`src/rtl/mmio_bus_mux_if.sv`:
```
// rtl/mmio_bus_mux_if.sv - CPU-side native memory bus between picorv32 MMIO decode and the mux

interface mmio_bus_mux_if;
    logic        cpu_valid;
    logic [31:0] cpu_addr;
    logic [31:0] cpu_wdata;
    logic [3:0]  cpu_wstrb;
    logic        force_trap;
    logic        cpu_ready;
    logic [31:0] cpu_rdata;

    modport master (
        output cpu_valid, cpu_addr, cpu_wdata, cpu_wstrb, force_trap,
        input  cpu_ready, cpu_rdata
    );

    modport slave (
        input  cpu_valid, cpu_addr, cpu_wdata, cpu_wstrb, force_trap,
        output cpu_ready, cpu_rdata
    );
endinterface

```
`src/rtl/mmio_bus_mux.sv`:
```
// rtl/mmio_bus_mux.sv - MMIO prefix decoder with one-hot chip select and response watchdog

module mmio_bus_mux #(
    parameter int                      NUM_SLAVES     = 8,
    parameter logic [6*NUM_SLAVES-1:0] SLAVE_PREFIXES = {NUM_SLAVES{6'h3f}},
    parameter int                      TIMEOUT_CYCLES = 255,
    parameter logic [31:0]             ERROR_RDATA    = 32'h0
) (
    input  logic                       clk,
    input  logic                       rst_n,
    mmio_bus_mux_if.slave              cpu,
    output logic [NUM_SLAVES-1:0]      slv_cs,
    output logic                       slv_we,
    output logic [3:0]                 slv_wstrb,
    output logic [7:0]                 slv_addr,
    output logic [31:0]                slv_wdata,
    input  logic [32*NUM_SLAVES-1:0]   slv_rdata,
    input  logic [NUM_SLAVES-1:0]      slv_ready,
    input  logic                       err_clear,
    output logic                       bus_error,
    output logic [31:0]                err_addr
);

    localparam int IDX_W = (NUM_SLAVES > 1) ? $clog2(NUM_SLAVES) : 1;
    localparam int CNT_W = (TIMEOUT_CYCLES > 0) ? $clog2(TIMEOUT_CYCLES + 1) : 1;
    localparam logic [CNT_W-1:0] CNT_LAST = (TIMEOUT_CYCLES > 0) ? CNT_W'(TIMEOUT_CYCLES - 1) : '0;
    localparam logic [CNT_W-1:0] CNT_MAX  = '1;

    typedef enum logic [1:0] {
        S_IDLE = 2'd0,
        S_WAIT = 2'd1,
        S_RESP = 2'd2
    } state_t;

    state_t             state_q, state_d;
    logic [IDX_W-1:0]   idx_q, idx_d;
    logic [CNT_W-1:0]   cnt_q, cnt_d;
    logic [31:0]        rdata_q, rdata_d;
    logic [31:0]        addr_q;
    logic               capture;
    logic               err_set;
    logic               hit;
    logic [IDX_W-1:0]   hit_idx;
    logic               sel_ready;
    logic [31:0]        sel_rdata;
    logic               timeout_hit;

    // Scan downwards so the lowest matching index is the one left standing.
    always_comb begin
        hit     = 1'b0;
        hit_idx = '0;
        for (int i = NUM_SLAVES - 1; i >= 0; i--) begin
            if (cpu.cpu_addr[29:24] == SLAVE_PREFIXES[6*i +: 6]) begin
                hit     = 1'b1;
                hit_idx = IDX_W'(i);
            end
        end
    end

    assign sel_ready   = slv_ready[idx_q];
    assign sel_rdata   = slv_rdata[32*idx_q +: 32];
    assign timeout_hit = (TIMEOUT_CYCLES != 0) && (cnt_q == CNT_LAST);

    always_comb begin
        state_d = state_q;
        idx_d   = idx_q;
        cnt_d   = cnt_q;
        rdata_d = rdata_q;
        capture = 1'b0;
        err_set = 1'b0;
        case (state_q)
            S_IDLE: begin
                if (cpu.cpu_valid) begin
                    capture = 1'b1;
                    if (cpu.force_trap) begin
                        rdata_d = ERROR_RDATA;
                        state_d = S_RESP;
                    end else if (hit) begin
                        idx_d   = hit_idx;
                        cnt_d   = '0;
                        state_d = S_WAIT;
                    end else begin
                        rdata_d = 32'h0;
                        state_d = S_RESP;
                    end
                end
            end
            S_WAIT: begin
                // A withdrawn request is abandoned silently, even on the cycle the slave answers.
                if (!cpu.cpu_valid) begin
                    state_d = S_IDLE;
                end else if (sel_ready) begin
                    rdata_d = sel_rdata;
                    state_d = S_RESP;
                end else if (timeout_hit) begin
                    rdata_d = ERROR_RDATA;
                    err_set = 1'b1;
                    state_d = S_RESP;
                end else if (cnt_q != CNT_MAX) begin
                    cnt_d = cnt_q + CNT_W'(1);
                end
            end
            S_RESP: begin
                state_d = S_IDLE;
            end
            default: begin
                state_d = S_IDLE;
            end
        endcase
    end

    always_ff @(posedge clk) begin
        if (!rst_n) begin
            state_q <= S_IDLE;
        end else begin
            state_q <= state_d;
        end
    end

    always_ff @(posedge clk) begin
        if (!rst_n) begin
            idx_q     <= '0;
            cnt_q     <= '0;
            rdata_q   <= 32'h0;
            addr_q    <= 32'h0;
            slv_we    <= 1'b0;
            slv_wstrb <= 4'h0;
            slv_wdata <= 32'h0;
            bus_error <= 1'b0;
            err_addr  <= 32'h0;
        end else begin
            idx_q   <= idx_d;
            cnt_q   <= cnt_d;
            rdata_q <= rdata_d;
            if (capture) begin
                addr_q    <= cpu.cpu_addr;
                slv_we    <= |cpu.cpu_wstrb;
                slv_wstrb <= cpu.cpu_wstrb;
                slv_wdata <= cpu.cpu_wdata;
            end
            if (err_set) begin
                bus_error <= 1'b1;
                err_addr  <= addr_q;
            end else if (err_clear) begin
                bus_error <= 1'b0;
            end
        end
    end

    assign slv_addr      = addr_q[9:2];
    assign slv_cs        = (state_q == S_WAIT) ? (NUM_SLAVES'(1) << idx_q) : '0;
    assign cpu.cpu_ready = (state_q == S_RESP);
    assign cpu.cpu_rdata = (state_q == S_RESP) ? rdata_q : 32'h0;

endmodule
```
`src/flat_wrapper.sv`:
```
// flat-port wrapper written by rule: the top's interface ports become plain ports
module mmio_bus_mux_flat 
#(
    parameter int                      NUM_SLAVES     = 8,
    parameter logic [6*NUM_SLAVES-1:0] SLAVE_PREFIXES = {NUM_SLAVES{6'h3f}},
    parameter int                      TIMEOUT_CYCLES = 255,
    parameter logic [31:0]             ERROR_RDATA    = 32'h0
)
  (clk, rst_n, slv_cs, slv_we, slv_wstrb, slv_addr, slv_wdata, slv_rdata, slv_ready, err_clear, bus_error, err_addr, cpu_cpu_valid, cpu_cpu_addr, cpu_cpu_wdata, cpu_cpu_wstrb, cpu_force_trap, cpu_cpu_ready, cpu_cpu_rdata);
  mmio_bus_mux_if cpu_i ();
  input  logic clk;
  input  logic rst_n;
  output logic [NUM_SLAVES-1:0] slv_cs;
  output logic slv_we;
  output logic [3:0] slv_wstrb;
  output logic [7:0] slv_addr;
  output logic [31:0] slv_wdata;
  input  logic [32*NUM_SLAVES-1:0] slv_rdata;
  input  logic [NUM_SLAVES-1:0] slv_ready;
  input  logic err_clear;
  output logic bus_error;
  output logic [31:0] err_addr;
  input wire logic [$bits(cpu_i.cpu_valid)-1:0] cpu_cpu_valid;
  input wire logic [$bits(cpu_i.cpu_addr)-1:0] cpu_cpu_addr;
  input wire logic [$bits(cpu_i.cpu_wdata)-1:0] cpu_cpu_wdata;
  input wire logic [$bits(cpu_i.cpu_wstrb)-1:0] cpu_cpu_wstrb;
  input wire logic [$bits(cpu_i.force_trap)-1:0] cpu_force_trap;
  output wire logic [$bits(cpu_i.cpu_ready)-1:0] cpu_cpu_ready;
  output wire logic [$bits(cpu_i.cpu_rdata)-1:0] cpu_cpu_rdata;
  assign cpu_i.cpu_valid = cpu_cpu_valid;
  assign cpu_i.cpu_addr = cpu_cpu_addr;
  assign cpu_i.cpu_wdata = cpu_cpu_wdata;
  assign cpu_i.cpu_wstrb = cpu_cpu_wstrb;
  assign cpu_i.force_trap = cpu_force_trap;
  assign cpu_cpu_ready = cpu_i.cpu_ready;
  assign cpu_cpu_rdata = cpu_i.cpu_rdata;
  mmio_bus_mux #(.NUM_SLAVES(NUM_SLAVES), .SLAVE_PREFIXES(SLAVE_PREFIXES), .TIMEOUT_CYCLES(TIMEOUT_CYCLES), .ERROR_RDATA(ERROR_RDATA)) u_core (.clk(clk), .rst_n(rst_n), .cpu(cpu_i), .slv_cs(slv_cs), .slv_we(slv_we), .slv_wstrb(slv_wstrb), .slv_addr(slv_addr), .slv_wdata(slv_wdata), .slv_rdata(slv_rdata), .slv_ready(slv_ready), .err_clear(err_clear), .bus_error(bus_error), .err_addr(err_addr));
endmodule
```
`config.mk`:
```
export PLATFORM = sky130hd
export DESIGN_NAME = mmio_bus_mux_flat
export DESIGN_NICKNAME = d
export VERILOG_FILES = /design/src/rtl/mmio_bus_mux_if.sv /design/src/rtl/mmio_bus_mux.sv /design/src/flat_wrapper.sv
export SDC_FILE = /design/constraint.sdc
export NUM_CORES = 1
export LEC_CHECK = 0
export CAP_MARGIN = 15
export CORE_AREA = 4 4 173 175
export CTS_BUF_LIST = sky130_fd_sc_hd__clkbuf_4
export DETAILED_ROUTE_END_ITERATION = 8
export DIE_AREA = 0 0 177 179
export PLACE_DENSITY = 0.6
export SLEW_MARGIN = 20
export SYNTH_ARGS = -nofsm -noshare
export SYNTH_HDL_FRONTEND = slang
export SYNTH_SLANG_ARGS = --single-unit
```
`constraint.sdc`:
```
create_clock -name clk -period 2.35 [get_ports clk]
set_input_delay 0.705 -clock clk [delete_from_list [all_inputs] [get_ports clk]]
set_output_delay 0.705 -clock clk [all_outputs]
set_load 0.1 [all_outputs]
```
==> summary.txt <==
Status
  • Status: finished, final reports clean

Clocking
  • Clk Latency, worst-skew pair: 0.53 ns
  • Hold-fix buffers, CTS: 0
  • Reg clk slew, reported paths: 0.13 ns
  • CTS tree: yes
  • H-tree depth: 4
  • Worst-case clock buffer depth: 2
  • Clock buffer count from CTS: 17
  • Clock Sinks: 144
  • Clock Tree Root: clkbuf_4

Synth
  • Cell type with the largest total area after synthesis: dfxtp_1
  • Register bit total from synthesis: 144
  • Yosys synthesis warning count: 0
  • Top FF cell, synth: dfxtp_1
  • Yosys top cell area share: 53.0%
  • Post-synth cell types: 36
  • Post-synth EDFFs: 0
  • Post-Synthesis Cells: 599
  • Count leader, synth: dfxtp_1
  • Register area share after synthesis: 53.0%
  • Synth area leaders: dfxtp_1, nand2_1, a21oi_1, mux2i_1, a22o_1
  • Post-Synthesis Cell Area: 0.00544 mm2
  • Async set or reset register ratio after synthesis: 0%
  • Post-synth top cells: dfxtp_1, nand2_1, a21oi_1
  • Synth Area per Inst: 9.08 um2

Power and ir drop
  • Overall power: 5.03 mW
  • Lkg Pwr: 3.74 nW
  • Max VDD drop: 0.249 mV
  • Power Dens Cells: 582 mW/mm2

STA
  • Slew @ Worst Pin: 0.552 ns
  • Final Hold Violating Endpoints: 0
  • Period minus WS final: 2.35 ns
  • Total negative slack: 0 ns
  • Slew Limit Fails: 0
  • Achievable frequency: 0.426 GHz
  • Worst Skew: 0.0196 ns
  • RSZ-0062 raised after global routing: true
  • Max_slew headroom: 63.2%
  • Fin Hold WS: 0.461 ns
  • # setup viols final: 0
  • Period utilization: 99.8%

Worst setup path
  • Crit path launch type: flop
  • Max FO, Critical Path: 8
  • CP required: 1.64 ns
  • Crit Path Category: reg2out
  • CP Capture Type: primary output
  • Worst path arrival time: 1.64 ns

Die
  • Rows: 62
  • Core area: 0.0285 mm2
  • Die ar.: 0.0317 mm2
  • Die H: 179 um
  • Die W: 177 um
  • Initial Utilization: 19.1%
  • IO Count: 456

Placed design
  • DP HPWL: 11.3 mm
  • Port Buffer Count: 217
  • Final GP Congestion: 0.779
  • DP Area: 0.00819 mm2

GRT
  • Total GRT Usage: 10.1%
  • GRT Residual Overflow: 0
  • First-pass GRT wire length: 25.1 mm
  • Vias in the first global route: 4595
  • Initial antenna violation count: 2
  • Maximum number of pins on one net before global-route repair: 104

Final layout
  • Design area: 0.00866 mm2
  • Fill cell count: 3015
  • Final design utilization: 30.4%
  • # nets final: 1150
  • Area growth from synthesis to layout: 59.1%
  • Share of layout cells above drive strength 1: 25.3%

Drt
  • Avg WL per Cell: 13.9 um
  • Initial DRC Count: 268
  • Post-DRT Antenna Nets: 0
  • Vias: 4819
  • Detailed Route WL: 16.8 mm
  • Drt pass-1 iters: 4
  • Vias per inst: 4.00
  • DRC violations left: 0

Flow run
  • Max cap viols: 0

Worst hold path
  • Hold Crit Class: reg2reg
## layer usage
| metal | track usage (%) | part of all wire, % | up-vias |
|---|---|---|---|
| li1 | - | - | 2417 |
| met1 | 13.2 | 47 | 2233 |
| met2 | 15.7 | 44 | 158 |
| met3 | 3.56 | 7.3 | 9 |
| met4 | 2.90 | 0.92 | 2 |
| met5 | 0 | 0.078 | - |
## per-stage QoR
stage / setup WS [ns] / std cells
4_1_cts: -0.0655 / 1201
3_5_place_dp: -0.135 / 1168
3_3_place_gp: -0.163 / 1168
2_1_floorplan: -0.0679 / 605
5_1_grt: -0.128 / 1206
6_report: 0.00499 / 1206
## layout make-up
| type | instances | area [um2] | share of cell area (%) |
|---|---|---|---|
| Sequential cell | 144 | 2890 | 33.4 |
| Timing Repair Buffer | 241 | 2670 | 30.8 |
| Multi-Input combinational cell | 404 | 2350 | 27.2 |
| Tap cell | 384 | 480 | 5.55 |
| Clock buffer | 18 | 135 | 1.56 |
| Clock inverter | 11 | 119 | 1.37 |
| Inverter | 3 | 12.5 | 0.145 |
| Antenna cell | 1 | 2.50 | 0.0289 |
## sequential cells by signal (all words and copies together) (netlist names)
signal / count
u_core.cnt_q: 8
u_core.slv_wdata: 32
u_core.state_q: 2
u_core.rdata_q: 32
u_core.slv_we: 1
u_core.err_addr: 32
u_core.slv_wstrb: 4
u_core.addr_q: 32
u_core.bus_error: 1
## cells in the final DEF, fill, tap and decap left out, drive strengths merged, types with 21 or more instances in the layout
| cell type | n |
|---|---|
| a21oi | 74 |
| a22o | 32 |
| and2 | 34 |
| buf | 133 |
| clkbuf | 21 |
| clkdlybuf4s50 | 105 |
| dfxtp | 144 |
| mux2i | 33 |
| nand2 | 140 |
| nor2 | 37 |
## critical path, cell delays in order, from the launching register on
cell and delay, ns:
dfxtp_2 0.35, nor2b_4 0.15, buf_12 0.14, clkbuf_16 0.15
and2_4 0.15, buf_12 0.16
## power by group
group	internal (mW)	total, mW	switching (mW)
Sequential	2.51	2.55	0.0363
Combinational	0.314	0.920	0.606
Clock	0.621	1.57	0.947
## path summary, 6_finish.rpt
check | from | end | slack, ns | cells after the start
setup / recovery | u_core.state_q[1] | cpu_cpu_rdata[27] | 0.005 | 5
hold reg to reg | u_core.addr_q[0] | u_core.addr_q[0] | 0.46 | 2
setup reg to reg | u_core.cnt_q[0] | u_core.cnt_q[2] | 0.48 | 5
hold / removal | u_core.addr_q[0] | u_core.addr_q[0] | 0.46 | 2
## cells by family after synthesis
kind of cell             synth area share [%]
AO/OA/AOI/OAI                            13.9
adder cells (fa/ha/maj)                 0.460
buffers and inverters                    6.03
flip-flops                               53.0
multiplexers                             6.28
other                                  0.0689
AND/OR/NAND/NOR                          20.3
## timing repair
item                       in CTS  in global routing
gates cloned                    1                  3
setup endpoints to repair      33                 34
buffers inserted                3                  1
resized for setup              19                 20
pin swaps                       0                 23
Power figures use the tool's default switching activity.
